## config.mk

```make
export PLATFORM = sky130hd
export DESIGN_NAME = display_scan_ctrl
export DESIGN_NICKNAME = d
export VERILOG_FILES = /design/src/rtl/display_pkg.sv /design/src/rtl/seg7_hex_decode.sv /design/src/rtl/display_scan_ctrl.sv
export SDC_FILE = /design/constraint.sdc
export NUM_CORES = 1
export LEC_CHECK = 0
export ABC_CLOCK_PERIOD_IN_PS = 2600
export CORE_MARGIN = 1.5
export CORE_UTILIZATION = 44
export DETAILED_ROUTE_END_ITERATION = 16
export PLACE_DENSITY = 0.68
export SYNTH_ARGS = -nofsm -noshare
export SYNTH_HDL_FRONTEND = slang
export SYNTH_HIERARCHICAL = 1
export SYNTH_SLANG_ARGS = --single-unit
```

## constraint.sdc

```tcl
create_clock -name clk -period 2.6 [get_ports clk]
set_input_delay 0.52 -clock clk [delete_from_list [all_inputs] [get_ports clk]]
set_output_delay 0.52 -clock clk [all_outputs]
set_load 0.005 [all_outputs]
```

## src/rtl/display_pkg.sv

```systemverilog
// Shared constants, digit index type and nibble helper for the 7-segment scan controller.
package display_pkg;

  // Segment patterns are [0:6] = a..g, active-low (common anode).
  localparam logic [0:6] SEG_0   = 7'b0000001;
  localparam logic [0:6] SEG_1   = 7'b1001111;
  localparam logic [0:6] SEG_2   = 7'b0010010;
  localparam logic [0:6] SEG_3   = 7'b0000110;
  localparam logic [0:6] SEG_4   = 7'b1001100;
  localparam logic [0:6] SEG_5   = 7'b0100100;
  localparam logic [0:6] SEG_6   = 7'b0100000;
  localparam logic [0:6] SEG_7   = 7'b0001111;
  localparam logic [0:6] SEG_8   = 7'b0000000;
  localparam logic [0:6] SEG_9   = 7'b0000100;
  localparam logic [0:6] SEG_A   = 7'b0001000;
  localparam logic [0:6] SEG_B   = 7'b1100000;
  localparam logic [0:6] SEG_C   = 7'b0110001;
  localparam logic [0:6] SEG_D   = 7'b1000010;
  localparam logic [0:6] SEG_E   = 7'b0110000;
  localparam logic [0:6] SEG_F   = 7'b0111000;
  localparam logic [0:6] SEG_OFF = 7'b1111111;

  localparam logic [3:0] AN_OFF = 4'b1111;

  typedef logic [1:0] digit_idx_t;

  function automatic logic [3:0] nibble_sel(input logic [15:0] value, input digit_idx_t n);
    return value[{n, 2'b00} +: 4];
  endfunction

endpackage

```

## src/rtl/seg7_hex_decode.sv

```systemverilog
// Combinational hex-to-7-segment decoder, active-low outputs ordered [0:6] = a..g.
module seg7_hex_decode
  import display_pkg::*;
(
  input  logic [3:0] nibble,
  output logic [0:6] seg
);

  always_comb begin
    seg = SEG_OFF;
    case (nibble)
      4'h0: seg = SEG_0;
      4'h1: seg = SEG_1;
      4'h2: seg = SEG_2;
      4'h3: seg = SEG_3;
      4'h4: seg = SEG_4;
      4'h5: seg = SEG_5;
      4'h6: seg = SEG_6;
      4'h7: seg = SEG_7;
      4'h8: seg = SEG_8;
      4'h9: seg = SEG_9;
      4'hA: seg = SEG_A;
      4'hB: seg = SEG_B;
      4'hC: seg = SEG_C;
      4'hD: seg = SEG_D;
      4'hE: seg = SEG_E;
      4'hF: seg = SEG_F;
      default: seg = SEG_OFF;
    endcase
  end

endmodule

```

## src/rtl/display_scan_ctrl.sv

```systemverilog
// Four-digit time-multiplexed 7-segment scan controller with frame-aligned double buffering.
// Optional leading-zero suppression is enabled by defining LEADING_ZERO_BLANK_EN.
module display_scan_ctrl
  import display_pkg::*;
#(
  parameter int REFRESH_DIV = 100000,
  parameter int CNT_W       = $clog2(REFRESH_DIV)
) (
  input  logic        clk,
  input  logic        rst_n,
  input  logic        wr_en,
  input  logic [15:0] data_in,
  input  logic [3:0]  digit_en,
  input  logic [3:0]  dp_en,
  output logic [3:0]  an,
  output logic [0:6]  seg,
  output logic        dp,
  output logic        pending,
  output logic        frame_tick
);

  logic [CNT_W-1:0] cnt;
  digit_idx_t       idx;
  digit_idx_t       next_idx;
  logic             slot_tick;
  logic             frame_edge;
  logic [15:0]      shadow;
  logic [15:0]      active;
  logic [15:0]      active_next;
  logic [3:0]       dec_nibble;
  logic [0:6]       seg_dec;
  logic             visible;

  assign slot_tick   = (cnt == CNT_W'(REFRESH_DIV - 1));
  assign next_idx    = idx + 2'd1;
  assign frame_edge  = slot_tick && (idx == 2'd3);
  // Outputs registered on a frame edge must already show the value committed on that edge.
  assign active_next = (frame_edge && pending) ? shadow : active;
  assign dec_nibble  = nibble_sel(active_next, next_idx);

  seg7_hex_decode u_dec (
    .nibble (dec_nibble),
    .seg    (seg_dec)
  );

  always_comb begin
    visible = digit_en[next_idx];
`ifdef LEADING_ZERO_BLANK_EN
    if ((next_idx != 2'd0) && ((active_next >> {next_idx, 2'b00}) == 16'd0))
      visible = 1'b0;
`endif
  end

  always_ff @(posedge clk) begin
    if (!rst_n) begin
      cnt <= '0;
      idx <= 2'd3;
    end else if (slot_tick) begin
      cnt <= '0;
      idx <= next_idx;
    end else begin
      cnt <= cnt + CNT_W'(1);
    end
  end

  // A write on the frame edge lands in shadow after the old shadow has been committed.
  always_ff @(posedge clk) begin
    if (!rst_n) begin
      shadow  <= 16'd0;
      active  <= 16'd0;
      pending <= 1'b0;
    end else begin
      if (frame_edge && pending) begin
        active  <= shadow;
        pending <= 1'b0;
      end
      if (wr_en) begin
        shadow  <= data_in;
        pending <= 1'b1;
      end
    end
  end

  always_ff @(posedge clk) begin
    if (!rst_n) begin
      an         <= AN_OFF;
      seg        <= SEG_OFF;
      dp         <= 1'b1;
      frame_tick <= 1'b0;
    end else begin
      frame_tick <= frame_edge;
      if (slot_tick) begin
        an  <= visible ? ~(4'b0001 << next_idx) : AN_OFF;
        seg <= seg_dec;
        dp  <= ~dp_en[next_idx];
      end
    end
  end

endmodule

```

==> flow_metrics.env, run 1 <==
export IMPL_rr_startpoint="cnt[6]$_SDFF_PP0_"
export IMPL_clock_latency_ns=0.34
export IMPL_crit_arrival_ns=2.96
export IMPL_track_usage_pct=17.10
export IMPL_cts_sinks=65
export IMPL_postCtsHoldBufs=0
export IMPL_power_density_nw_per_um2=538.9
export IMPL_avgSynthCellArea_um2=10.72
export IMPL_port_buffers=40
export IMPL_vdd_drop_max_mv=0.3002
export IMPL_worstPathMaxFanout=8
export IMPL_dieArea_um2=7706
export IMPL_drt_iter0_drc=76
export IMPL_clk_pin_slew_ns=0.07
export IMPL_n_fill_cell=559
export IMPL_ys_seq_area_share_pct=41.14
export IMPL_drive_gt1_share_pct=22.40
export IMPL_pin_count=41
export IMPL_diodes=0
export IMPL_cts_tree="yes"
export IMPL_synth_nets=335
export IMPL_ctsLongestPathBuffers=2
export IMPL_rsz0062_at_grt="yes"
export IMPL_viasPerCell=4.775
export IMPL_ys_seq_elements=65
export IMPL_cts_htree_levels=3
export IMPL_wl_per_cell_um=12.90
export IMPL_grt_max_degree=31
export IMPL_antenna_found_initial=0
export IMPL_start_kind="register"
export IMPL_fin_crit_ns=2.727
export IMPL_leakagePower_uw=0.001799
export IMPL_critPathKind="reg2reg"
export IMPL_die_w_um=87.79
export IMPL_netlist_area_um2=3163
export IMPL_pre_cts_slack_ns=-0.1973
export IMPL_end_kind="register"
export IMPL_hp_start="seg[2]$_SDFFE_PN1P_"
export IMPL_ys_types=37
export IMPL_max_slew_margin_pct=64.08
export IMPL_globalplace_congestion=0.8704
export IMPL_tightestPinTransition_ns=0.5347
export IMPL_first_pass_iters=4
export IMPL_critPathLaunch="cnt[6]$_SDFF_PP0_"
export IMPL_vias=2249
export IMPL_dpl_hpwl_um=4502
export IMPL_final_core_util_pct=61.73
export IMPL_layout_setup_ws_ns=-0.1271
export IMPL_cp_required_ns=2.83
export IMPL_slew_viol_final=0
export IMPL_core_um2=6869
export IMPL_remaining_drc_errors=0
export IMPL_start_util_pct=46.05
export IMPL_first_global_vias=2184
export IMPL_setup_viol=6
export IMPL_cts_root_buf="clkbuf_8"
export IMPL_layout_commonest_cell="dfxtp_1"
export IMPL_syn_to_final_growth_pct=34.06
export IMPL_outcome="complete, but fails checks"
export IMPL_final_cell_mix="63 x dfxtp_1, 45 x mux2i_1, 40 x clkdlybuf4s50_1"
export IMPL_yosysWarnings=6
export IMPL_row_count=30
export IMPL_cts_inserted_buffers=9
export IMPL_violations="negative setup slack"
export IMPL_grt_pass1_wl_um=10100
export IMPL_grt_ovfl_total=0
export IMPL_fin_skew_ns=0.008144
export IMPL_drv_cap=0
export IMPL_syn_inst=295
export IMPL_finalPower_uw=2285
export IMPL_drtAntennaViolNets=0
export IMPL_layout_nets=410
export IMPL_hp_class="reg2reg"
export IMPL_die_h_um=87.79
export IMPL_drt_wl_total_um=6074
export IMPL_max_freq_mhz=366.7
export IMPL_finalHoldViolations=0
export IMPL_final_period_utilization_pct=104.9
export IMPL_holdWs_ns=0.4760
export IMPL_tns_ns=-0.3191
## synthesized netlist by cell type
master | instances | area [um2]
a2bb2oi_1 | 4 | 35.03
dfxtp_1 | 65 | 1301
and3_1 | 4 | 25.02
mux4_2 | 7 | 157.7
nand3_1 | 6 | 30.03
inv_1 | 6 | 22.52
nand2_1 | 16 | 60.06
or2_4 | 1 | 8.760
mux4_1 | 4 | 105.1
xnor2_1 | 8 | 70.07
nor4_2 | 1 | 12.51
nand2b_1 | 3 | 18.77
buf_6 | 2 | 22.52
clkbuf_1 | 9 | 33.78
nor3_1 | 2 | 10.01
a21oi_1 | 2 | 10.01
xor2_1 | 8 | 70.07
buf_2 | 6 | 30.03
nand4_4 | 1 | 21.27
and2_1 | 2 | 12.51
or4_1 | 1 | 7.510
mux2i_1 | 45 | 450.4
nor2b_1 | 32 | 200.2
o211ai_1 | 2 | 15.01
and3b_1 | 1 | 8.760
nor2_1 | 28 | 105.1
nand4bb_4 | 1 | 27.53
ha_1 | 13 | 162.7
a32o_1 | 1 | 10.01
nand4_1 | 3 | 18.77
o21ai_0 | 1 | 5.000
clkinv_1 | 1 | 3.750
a21boi_0 | 1 | 7.510
mux2_2 | 4 | 45.04
o21a_1 | 1 | 7.510
nor4_4 | 1 | 21.27
o21ai_1 | 2 | 10.01
## report_power, final
| part | total [uW] | internal, uW | switching (uW) |
|---|---|---|---|
| registers | 1030 | 1020 | 16.4 |
| logic | 117 | 76.2 | 40.5 |
| clock network | 1140 | 735 | 402 |
| total | 2290 | 1830 | 458 |
## worst max-delay path: stages (launching register included)
cell and delay (ns):
dfxtp_2 0.32, or2_4 0.26, nor4_4 0.32, nand4_4 0.20
mux4_2 0.32, mux2_4 0.32, inv_4 0.08, ha_4 0.13
inv_2 0.03, mux4_2 0.44, mux2i_1 0.14, nand2_1 0.06
## per-layer routing
metal / vias to the layer above / GRT usage [%] / wire, um
met5: - / 0 / 0
met4: 0 / 9.091 / 85
met3: 6 / 3.299 / 211
met2: 38 / 26.23 / 2656
met1: 1039 / 22.78 / 3120
li1: 1166 / - / -
## kinds of logic after synthesis
family,after synthesis,synth area share (%)
muxes,60,23.97
DFF,65,41.14
xor gates and xnor gates,16,4.431
adders and majority gates,13,5.143
and+or+nand+nor,103,18.59
AOI/OAI and AO/OA,14,3.164
buffers and inverters,24,3.560
## what timing repair did
item | in CTS | in global routing
pin swaps | 4 | 1
resized for setup | 4 | 3
setup endpoints to repair | 7 | 7
buffers inserted | 2 | 0
## area by class of cell
class / count / area, um2 / area share (%)
Multi-Input combinational cell: 206 / 1793 / 42.28
Inverter: 7 / 32.53 / 0.7672
Sequential cell: 65 / 1304 / 30.75
Tap cell: 96 / 120.1 / 2.833
Timing Repair Buffer: 81 / 724.4 / 17.08
Clock buffer: 9 / 123.9 / 2.921
Clock inverter: 7 / 142.6 / 3.364
## registers in the layout, summed over array words and instances, names as in the netlist
name	count
cnt	17
active	16
shadow	16
seg	7
an	4
idx	2
dp	1
frame_tick	1
pending	1
## metrics by stage
step           std cells  area (um2)
2_1_floorplan        295        3194
3_3_place_gp         453        3934
6_report             471        4240
4_1_cts              471        4232
3_5_place_dp         453        3934
5_1_grt              471        4240
## final timing paths
path         slack [ns]  cells past startpoint             endpoint
max               -0.13                     11  seg[3]$_SDFFE_PN1P_
min                0.48                      2  seg[2]$_SDFFE_PN1P_
max reg2reg       -0.13                     11  seg[3]$_SDFFE_PN1P_
min reg2reg        0.48                      2  seg[2]$_SDFFE_PN1P_
(Power assumes the default switching activity.)
==> run 2, diff against run 1 <==
--- a/config.mk
+++ b/config.mk
@@ -7,10 +7,9 @@
 export LEC_CHECK = 0
 export ABC_CLOCK_PERIOD_IN_PS = 2600
 export CORE_MARGIN = 1.5
-export CORE_UTILIZATION = 44
+export CORE_UTILIZATION = 49
 export DETAILED_ROUTE_END_ITERATION = 16
-export PLACE_DENSITY = 0.68
+export PLACE_DENSITY = 0.75
 export SYNTH_ARGS = -nofsm -noshare
 export SYNTH_HDL_FRONTEND = slang
-export SYNTH_HIERARCHICAL = 1
 export SYNTH_SLANG_ARGS = --single-unit
==> flow_metrics.env, run 2 <==
export IMPL_outcome="complete, but fails checks"
export IMPL_violations="negative setup slack"
export IMPL_largest_reg_flops=17
export IMPL_ctsLongestPathBuffers=2
export IMPL_ys_seq_elements=65
export IMPL_syn_inst=300
export IMPL_leakagePower_uw=0.001712
export IMPL_place_area_um2=3874
export IMPL_setup_viol=7
export IMPL_ys_seq_area_share_pct=42.17
export IMPL_top_regs="cnt (17), active (16), shadow (16)"
export IMPL_final_area_um2=4255
export IMPL_synth_edf_count=0
export IMPL_placed_cells=444
export IMPL_viasPerCell=5.229
export IMPL_final_period_utilization_pct=113.6
export IMPL_cp_required_ns=2.83
export IMPL_synthFlopType="dfxtp_1"
export IMPL_layout_commonest_cell="dfxtp_1"
export IMPL_regMostFlops="cnt"
export IMPL_yosys_top_cells_area="dfxtp_1 42%, mux2i_1 12%, nor2b_1 6.7%"
export IMPL_layout_setup_ws_ns=-0.3530
export IMPL_die_w_um=82.35
export IMPL_clock_latency_ns=0.34
export IMPL_diodes=0
export IMPL_hold_path_depth=2
export IMPL_reg2reg_depth=10
export IMPL_vias=2447
export IMPL_fin_cells=468
export IMPL_tns_ns=-1.923
export IMPL_cts_inserted_buffers=9
export IMPL_wl_per_cell_um=14.91
export IMPL_pin_count=41
export IMPL_synth_nets=339
export IMPL_drive_gt1_share_pct=27.99
export IMPL_hp_class="reg2reg"
export IMPL_ys_types=41
export IMPL_pre_cts_slack_ns=-0.4049
export IMPL_drtAntennaViolNets=0
export IMPL_tightestPinTransition_ns=0.6078
export IMPL_core_um2=5991
export IMPL_start_kind="register"
export IMPL_max_slew_margin_pct=59.11
export IMPL_cts_root_buf="clkbuf_8"
export IMPL_track_usage_pct=22.85
export IMPL_start_util_pct=51.50
export IMPL_fin_skew_ns=0.01099
export IMPL_worstPathMaxFanout=6
export IMPL_r2r_setup_slack_ns=-0.35
export IMPL_fin_crit_ns=2.953
export IMPL_rr_endpoint="seg[6]$_SDFFE_PN1N_"
export IMPL_first_global_vias=2434
export IMPL_cts_tree="yes"
export IMPL_critPathKind="reg2reg"
export IMPL_yosysTopAreaCell="dfxtp_1"
export IMPL_avgSynthCellArea_um2=10.28
export IMPL_final_cell_mix="60 x dfxtp_1, 44 x buf_4, 40 x clkdlybuf4s50_1"
export IMPL_remaining_drc_errors=0
export IMPL_cts_sinks=65
export IMPL_vdd_drop_max_mv=0.3790
export IMPL_layout_nets=427
export IMPL_syn_to_final_growth_pct=37.92
export IMPL_yosysWarnings=0
export IMPL_yosysMostFrequentCell="dfxtp_1"
export IMPL_hp_start="seg[3]$_SDFFE_PN1N_"
export IMPL_die_h_um=82.35
export IMPL_power_density_nw_per_um2=456.9
export IMPL_end_kind="register"
export IMPL_holdWs_ns=0.4823
export IMPL_row_count=28
export IMPL_synthArstFlopShare_pct=0
export IMPL_port_buffers=40
export IMPL_netlist_area_um2=3085
export IMPL_max_freq_mhz=338.6
export IMPL_synth_top_area_share_pct=42.17
export IMPL_drt_iter0_drc=142
export IMPL_grt_pass1_wl_um=11630
export IMPL_rr_startpoint="cnt[8]$_SDFF_PP0_"
export IMPL_globalplace_congestion=0.8559
export IMPL_grt_max_degree=29
export IMPL_rsz0062_at_grt="yes"
export IMPL_min_to="seg[3]$_SDFFE_PN1N_"
export IMPL_yosys_top_cells_count="65 x dfxtp_1, 36 x mux2i_1, 33 x nor2b_1, 30 x nor2_1, 15 x nand2_1"
export IMPL_drv_cap=0
export IMPL_slew_viol_final=0
export IMPL_first_pass_iters=4
export IMPL_drt_wl_total_um=6978
export IMPL_antenna_found_initial=0
export IMPL_clk_pin_slew_ns=0.08
export IMPL_dpl_hpwl_um=4847
export IMPL_cts_htree_levels=3
export IMPL_finalHoldViolations=0
export IMPL_grt_ovfl_total=0
export IMPL_crit_arrival_ns=3.18
export IMPL_dieArea_um2=6782
## run 2: cell types whose count changed after synthesis, sizes merged, moves of 2 or more
cell,before,now
inv,6,4
nand3,6,10
nor3,2,4
o211ai,2,5
mux2i,45,36
xor2,8,13
and3,4,6
xnor2,8,4
a2bb2oi,4,0
buf,8,6
mux4,11,9
nor2,28,30
a21oi,2,8
## run 2: stage by stage
step	utilization, %	power [uW]
after floorplan	-	1104
after global placement	64.66	1166
after detailed placement	64.66	1169
after CTS	68.99	1954
after global routing	71.03	2011
final	71.03	1944
## run 2: how the worst max path moves through the flow
| stage | start | end | slack (ns) | cells after the start |
|---|---|---|---|---|
| after floorplan | cnt[8]$_SDFF_PP0_ | seg[6]$_SDFFE_PN1N_ | -0.46 | 11 |
| after global placement | cnt[8]$_SDFF_PP0_ | seg[6]$_SDFFE_PN1N_ | -0.29 | 12 |
| after detailed placement | cnt[7]$_SDFF_PP0_ | seg[6]$_SDFFE_PN1N_ | -0.40 | 11 |
| after CTS | cnt[8]$_SDFF_PP0_ | seg[6]$_SDFFE_PN1N_ | -0.31 | 10 |
| after global routing | cnt[11]$_SDFF_PP0_ | seg[6]$_SDFFE_PN1N_ | -0.47 | 10 |
| final | cnt[8]$_SDFF_PP0_ | seg[6]$_SDFFE_PN1N_ | -0.35 | 10 |
## run 2: cell families (layout without fill, tap and decap cells)
kind of cell               Yosys count  after routing  share of synthesized area [%]
buffers and inverters               21            114                          3.528
DFF                                 65             65                          42.17
AOI/OAI and AO/OA                   19             19                          4.015
muxes                               49             49                          19.71
and+or+nand+nor                    117            117                          20.88
xor gates and xnor gates            17             17                          4.826
adders and majority gates           12             12                          4.866
## run 2: power breakdown
| group | internal [uW] | switching [uW] |
|---|---|---|
| registers | 1020 | 16.9 |
| clock network | 397 | 399 |
| logic | 75.8 | 40.7 |
| total | 1490 | 456 |
## run 2: routing by layer
metal | vias up | global-route usage [%] | part of all wire [%]
li1 | 1217 | - | -
met1 | 1161 | 31.14 | 47
met3 | 19 | 5.055 | 3.9
met5 | - | 0 | 0
met4 | 0 | 7.966 | 2.2
met2 | 50 | 35.53 | 46
## run 2: final cells by class
type / instances / area (um2)
flip-flops and latches: 65 / 1308
multi-input cells: 214 / 1807
clock inverters: 4 / 27.53
well taps: 75 / 93.84
clock buffers: 12 / 155.1
repair buffers: 93 / 840.8
fillers: 414 / 1735
inverters: 5 / 23.77
## run 2: timing repair
item	CTS	global route
buffers inserted	5	5
resized for setup	15	18
hold buffers	0	0
setup endpoints to repair	7	7
pin swaps	0	6
## run 2: critical path, cell delays in order, from the launching register on
cell	delay (ns)
dfxtp_2	0.32
or4b_4	0.55
nor4_4	0.19
and3_4	0.34
buf_6	0.12
mux4_2	0.29
mux2_4	0.32
ha_2	0.20
mux2_2	0.26
a32oi_1	0.16
nand3_1	0.09
==> run 3, diff against run 2 <==
--- a/config.mk
+++ b/config.mk
@@ -10,6 +10,7 @@
 export CORE_UTILIZATION = 49
 export DETAILED_ROUTE_END_ITERATION = 16
 export PLACE_DENSITY = 0.75
+export SLEW_MARGIN = 25
 export SYNTH_ARGS = -nofsm -noshare
 export SYNTH_HDL_FRONTEND = slang
 export SYNTH_SLANG_ARGS = --single-unit
==> results of run 3 <==
No change in the layout: final DEF, timing and power equal those of run 2.
